===== config.mk =====
export PLATFORM = sky130hd
export DESIGN_NAME = fetch_controller
export DESIGN_NICKNAME = d
export VERILOG_FILES = /design/src/rtl/fetch_controller.sv
export SDC_FILE = /design/constraint.sdc
export NUM_CORES = 1
export LEC_CHECK = 0
export ABC_AREA = 1
export CORE_ASPECT_RATIO = 1.4
export CORE_MARGIN = 5
export CORE_UTILIZATION = 25
export CTS_BUF_LIST = sky130_fd_sc_hd__clkbuf_8 sky130_fd_sc_hd__clkbuf_16
export DETAILED_ROUTE_END_ITERATION = 6
export HOLD_SLACK_MARGIN = 0.06
export PLACE_DENSITY = 0.51
export SETUP_SLACK_MARGIN = 0.2
export SYNTH_ARGS = -nofsm -noshare
export SYNTH_HDL_FRONTEND = slang
export SYNTH_SLANG_ARGS = --single-unit

===== constraint.sdc =====
create_clock -name clk -period 3.7 [get_ports clk]
set_input_delay 0.555 -clock clk [delete_from_list [all_inputs] [get_ports clk]]
set_output_delay 0.555 -clock clk [all_outputs]
set_load 0.02 [all_outputs]

===== src/rtl/fetch_controller.sv =====
// -----------------------------------------------------------------------------
// fetch_controller
//
// Instruction-fetch sequencer. Owns the fetch PC, issues at most one
// outstanding request to instruction memory, and holds the returned
// instruction in a registered IF slot for decode.
//
// Next-PC priority: trap, then EX redirect, then sequential PC+4.
// A redirect flushes the IF slot (even under decode stall) and discards
// any response still in flight for the old path.
//
// Parameters
//   RESET_VECTOR  first fetch address after reset
//   NOP_INSTR     value of instr_if whenever the slot is empty
//
// Ports
//   clk, rst                 clock, async active-high reset
//   trap, trap_pc            trap redirect (highest priority) and target
//   redirect_ex, redirect_pc EX branch/jump redirect and target
//   stall_id                 decode cannot accept the IF slot this cycle
//   imem_req, imem_addr      request valid / word-aligned address
//   imem_ready               memory accepts the request this cycle
//   imem_rvalid, imem_rdata  response valid / data
//   if_valid                 IF slot holds a valid instruction
//   pc_if, pc_plus_four_if   PC of the slot instruction and PC+4
//   instr_if                 slot instruction (NOP_INSTR when empty)
// -----------------------------------------------------------------------------
module fetch_controller #(
  parameter logic [31:0] RESET_VECTOR = 32'h0000_0000,
  parameter logic [31:0] NOP_INSTR    = 32'h0000_0013
) (
  input  logic        clk,
  input  logic        rst,
  input  logic        trap,
  input  logic [31:0] trap_pc,
  input  logic        redirect_ex,
  input  logic [31:0] redirect_pc,
  input  logic        stall_id,
  output logic        imem_req,
  output logic [31:0] imem_addr,
  input  logic        imem_ready,
  input  logic        imem_rvalid,
  input  logic [31:0] imem_rdata,
  output logic        if_valid,
  output logic [31:0] pc_if,
  output logic [31:0] pc_plus_four_if,
  output logic [31:0] instr_if
);

  typedef enum logic [1:0] {
    ST_IDLE,
    ST_REQ,
    ST_WAIT,
    ST_DRAIN
  } state_t;

  state_t      state;
  state_t      state_next;
  logic [31:0] fetch_pc;
  logic        redir;
  logic [31:0] redir_target;
  logic        slot_free;
  logic        resp_take;

  // Trap wins over EX redirect; the low two bits are cleared so every
  // fetch address stays word aligned.
  assign redir        = trap | redirect_ex;
  assign redir_target = (trap ? trap_pc : redirect_pc) & ~32'h0000_0003;

  // The slot can take a new instruction if it is empty or being consumed
  // by decode this cycle.
  assign slot_free = !if_valid || !stall_id;

  // A response is only written to the slot when we are waiting for it on
  // the current path; in DRAIN or under a redirect it belongs to a dead path.
  assign resp_take = (state == ST_WAIT) && imem_rvalid && !redir;

  assign imem_addr = fetch_pc;

  always_ff @(posedge clk or posedge rst) begin
    if (rst) begin
      state <= ST_IDLE;
    end else begin
      state <= state_next;
    end
  end

  // Request gating is done only in REQ so that a request, once accepted,
  // is never duplicated and an unaccepted request keeps its address.
  always_comb begin
    state_next = state;
    imem_req   = 1'b0;
    case (state)
      ST_IDLE: begin
        state_next = ST_REQ;
      end
      ST_REQ: begin
        imem_req = slot_free && !redir;
        if (imem_req && imem_ready) begin
          state_next = ST_WAIT;
        end
      end
      ST_WAIT: begin
        if (imem_rvalid) begin
          state_next = ST_REQ;
        end else if (redir) begin
          state_next = ST_DRAIN;
        end
      end
      ST_DRAIN: begin
        if (imem_rvalid) begin
          state_next = ST_REQ;
        end
      end
      default: begin
        state_next = ST_IDLE;
      end
    endcase
  end

  // Fetch PC: a redirect in any state retargets it; otherwise it only
  // advances when a response for the current path lands in the slot.
  always_ff @(posedge clk or posedge rst) begin
    if (rst) begin
      fetch_pc <= RESET_VECTOR;
    end else if (redir) begin
      fetch_pc <= redir_target;
    end else if (resp_take) begin
      fetch_pc <= fetch_pc + 32'd4;
    end
  end

  // IF slot. A flush or consumption empties it and parks NOP_INSTR on
  // instr_if; pc_if keeps its last value since if_valid qualifies it.
  always_ff @(posedge clk or posedge rst) begin
    if (rst) begin
      if_valid        <= 1'b0;
      pc_if           <= RESET_VECTOR;
      pc_plus_four_if <= RESET_VECTOR + 32'd4;
      instr_if        <= NOP_INSTR;
    end else if (redir) begin
      if_valid <= 1'b0;
      instr_if <= NOP_INSTR;
    end else if (resp_take) begin
      if_valid        <= 1'b1;
      pc_if           <= fetch_pc;
      pc_plus_four_if <= fetch_pc + 32'd4;
      instr_if        <= imem_rdata;
    end else if (if_valid && !stall_id) begin
      if_valid <= 1'b0;
      instr_if <= NOP_INSTR;
    end
  end

endmodule

### Word-level counts from Yosys, hierarchy flattened

Index checks and enable logic that the tools add are counted.

* input port bits: 103
* flip-flop bits (word level): 131
* logic and storage cells: 44

* equality and inequality tests: 6
* add/subtract/negate cells: 1
* muxes and demuxes: 15
* bitwise operators: 2
* reduce and logical (&&, ||, !) cells: 14

Operators by type and width (count)
* $mux W32: 6
* $add A32 B3 Y32 const B: 1
* $mux W2: 4
* $pmux W2 S4: 1
* $logic_and A1 B1 Y1: 5
* $eq A2 B2 Y1 const B: 2
* $mux W1: 4
* $ne A2 B2 Y1 const B: 2
* $logic_not A1 Y1: 3
* $ne A3 B3 Y1 const B: 1
* $reduce_and A3 Y1: 1
* $reduce_bool A3 Y1: 1
* $eq A2 B1 Y1 const B: 1
* $logic_not A2 Y1: 1
* $reduce_and A2 Y1: 1
* $reduce_bool A2 Y1: 1
* $logic_or A1 B1 Y1: 1
* $not A1 Y1: 1
* $or A1 B1 Y1: 1

### Depth between registers and ports, before layout

* depth in word-level cells: 6
* gate-level depth with buffers: 10
* gate-level depth less buffers: 10

### Least setup slack after synthesis

Ideal clock, no wire load.

* kind: input-to-output
* start: input port redirect_ex
* end: output port imem_req
* setup slack: 1853 ps
* cell stages on the path: 4
* required time: 3145 ps
* arrival time: 1292 ps
* cell sequence: nor2_2 > buf_2 > o21ai_0 > nor2_1

* cells in the longest elaborated chain, start to end: 4

Ends and longest elaborated chain
* start, declared: line 36 `input logic redirect_ex,`
* $or A1 B1 Y1: line 67 `assign redir = trap | redirect_ex;`
* $logic_not A1 Y1: line 98 `imem_req = slot_free && !redir;`
* $logic_and A1 B1 Y1: line 98
* $mux W1: line 93 `case (state)`
* end, declared: line 39 `output logic imem_req,`

No other way between the ends.

### Worst setup path in the final report

Ends and elaborated chain as after synthesis.

==> out/qor.yml <==
outcome:
  status: "completed"
timing:
  period_share: 0.787
  finalMaxSlewViolations: 0
  finalSetupViolCount: 0
  holdWs_ps: 472
  slew_headroom: 0.479
  rsz0062_at_grt: "no"
  fin_worst_skew_ps: 9.79
  clock.fmax_ghz: 0.343
  finalHoldViolCount: 0
  worst_pin_slew_ps: 780
  min_period_ps: 2910
  fin_setup_tns_ps: 0
synthesis:
  synth_top_area_frac: 0.519
  yosys.area.top_type: "dfrtp_1"
  synth_seq_area_share: 0.537
  ys_warn_count: 0
  synth_top_flop_cell: "dfrtp_1"
  synth_cell_types: 36
  synth_cells: 649
  synth_area_leaders: "dfrtp_1 (52%), nand2_1 (12%), a22o_1 (4.3%), nor2_1 (3.5%), o21ai_0 (3.3%)"
  synthArstFlopShare: 1.00
  netlist_area_um2: 5840
  synth_edf_count: 0
  syn_area_per_cell_um2: 9.00
  synth-seq-cells: 125
clock_network:
  h-tree-depth: 4
  insertion_delay_ps: 420
  clk_pin_slew_worst_paths_ps: 60
  cts_made_buffers: 17
  cts_buffer_depth: 2
  cts_num_sinks: 125
  post-cts-setup-buffers: 0
  root_buffer: "clkbuf_16"
  ctsResizeCount: 0
  cts_hold_buf: 0
  tritoncts: "yes"
final_layout:
  n_antenna_cell: 0
  area_growth_pct: 53.3
  final_common_cell: "clkdlybuf4s50_1"
  nets: 979
  drive_above_1_share: 0.0915
  finalNonFillerCells: 1191
  fin_area_um2: 8950
  final_cell_mix: "clkdlybuf4s50_1 (222), nand2_1 (187), dfrtp_1 (121)"
  fin_util: 0.387
place:
  gp_congestion: 0.794
  place_area_um2: 8410
  post-dp-hpwl_um: 15700
  placed_cells: 1159
  port_buffers: 222
die:
  ioPinCount: 233
  row_count: 66
  die_w_um: 139
  coreArea_um2: 23100
  die_h_um: 191
  die_area_um2: 26600
  start_util: 0.253
global_route:
  grt_pass1_wl_um: 33200
  met1_usage: 0.196
  grtUsageMet2: 0.287
  antenna_found_initial: 0
  grtUsageMet3: 0.0386
  grt_pass1_vias: 5711
  grt-ovfl-total: 0
  grt-busiest-layer: "met2"
  grt_max_degree: 66
  grt_use_total: 0.162
pwr:
  clkPwrFrac: 0.277
  power_density_nw_per_um2: 625
  power.internal_uw: 3590
  seq_power_share: 0.357
  ir_worst_vdd_uv: 344
  p_sw_uw: 2010
  leakagePower_uw: 0.00399
  netSwitchingFraction: 0.359
  power_frac_comb: 0.366
critical_path:
  crit_path_top_delay_cell: "clkdlybuf4s50_1"
  crit_type: "primary input to output pin"
  critPathMaxStageDelay_ps: 620
  critical_path_required_ps: 3140
  path_cells: "clkdlybuf4s50_1, nor2_2, o21ai_0, nor2_1, clkdlybuf4s50_1"
  critPathCaptureType: "output pin"
  arrival_ps: 2360
  worst_path_most_repeated_cell: "clkdlybuf4s50_1"
  critPathLaunchType: "primary input"
  crit_fanout: 6
detailed_routing:
  wl_per_cell_um: 17.9
  antenna_left: 0
  drcViolationCount: 0
  dr.pass1.iters: 4
  vias: 5341
  wl_um: 21300
  drt_iter0_drc: 238
  drt-vias-per-instance: 4.48
job:
  cap_violations: 0
worst_hold_path:
  hold_class: "primary input to async pin"
-- state kept, by name, summed over array words and instances (netlist names) --
register / count
if_valid: 1
imem_addr: 30
instr_if: 32
pc_if: 30
pc_plus_four_if: 30
state: 2
-- cell usage after synthesis (7+ instances only) --
library cell,count
a22oi_1,11
a31oi_1,7
a22o_1,29
a221oi_1,19
dfrtp_1,121
buf_2,14
a21oi_1,19
o21ai_0,38
nor2_4,9
nor2_1,54
nand3_1,20
nand2_1,187
inv_1,42
clkbuf_1,12
xor2_1,11
buf_4,9
-- power by group through the flow --
| stage | registers, µW | logic [µW] | clock network [µW] |
|---|---|---|---|
| final | 2000 | 2050 | 1550 |
| after global routing | 2060 | 2230 | 1650 |
| after CTS | 2000 | 2090 | 1590 |
| after detailed placement | 2020 | 2080 | 0 |
| after global placement | 2010 | 2070 | 0 |
| after floorplan | 2410 | 572 | 0 |
-- path summary, 6_finish.rpt --
path                               startpoint                  to  slack (ps)  cells past startpoint
min                                       rst        instr_if[10]         470                      2
min reg2reg                pc_plus_four_if[2]  pc_plus_four_if[2]         470                      2
min in group clk           pc_plus_four_if[2]  pc_plus_four_if[2]         470                      2
max in group asynchronous                 rst        imem_addr[8]        2530                      3
max reg2reg                          state[0]       imem_addr[26]        1190                      8
max                               redirect_ex            imem_req         790                      5
-- metal layers --
layer  share of wire  vias to the layer above  wire, µm
li1                -                     2608         -
met1            0.43                     2531      9170
met2            0.50                      181     10700
met3           0.051                       21      1090
met4           0.015                        0       314
met5               0                        -         0
-- layout make-up --
cell class	count	area (µm²)
multi-input cells	447	2380
well taps	306	383
clock inverters	14	106
inverters	45	173
fillers	2348	14200
clock buffers	18	439
repair buffers	236	2340
flip-flops and latches	125	3130
-- worst max-delay path, delay by kind of cell --
kind	cells	cell delay [ps]
AND/OR/NAND/NOR	2	500
buffers and inverters	2	1050
AO/OA/AOI/OAI	1	240
-- cells by family after synthesis --
family          count (synthesis)  synth area share
flops                         125             0.537
other cells                     1          0.000642
compound gates                134             0.157
simple gates                  291             0.216
buf+inv                        82            0.0615
fa+ha+maj                       4           0.00857
xor+xnor                       12            0.0193
-- stage by stage --
| step | power (µW) | setup WS, ps |
|---|---|---|
| after floorplan | 2980 | 1610 |
| after CTS | 5680 | 754 |
| after global routing | 5940 | 754 |
| after global placement | 4080 | 768 |
| after detailed placement | 4100 | 759 |
| final | 5590 | 789 |
Note: power is estimated with default switching activity, not from simulation.
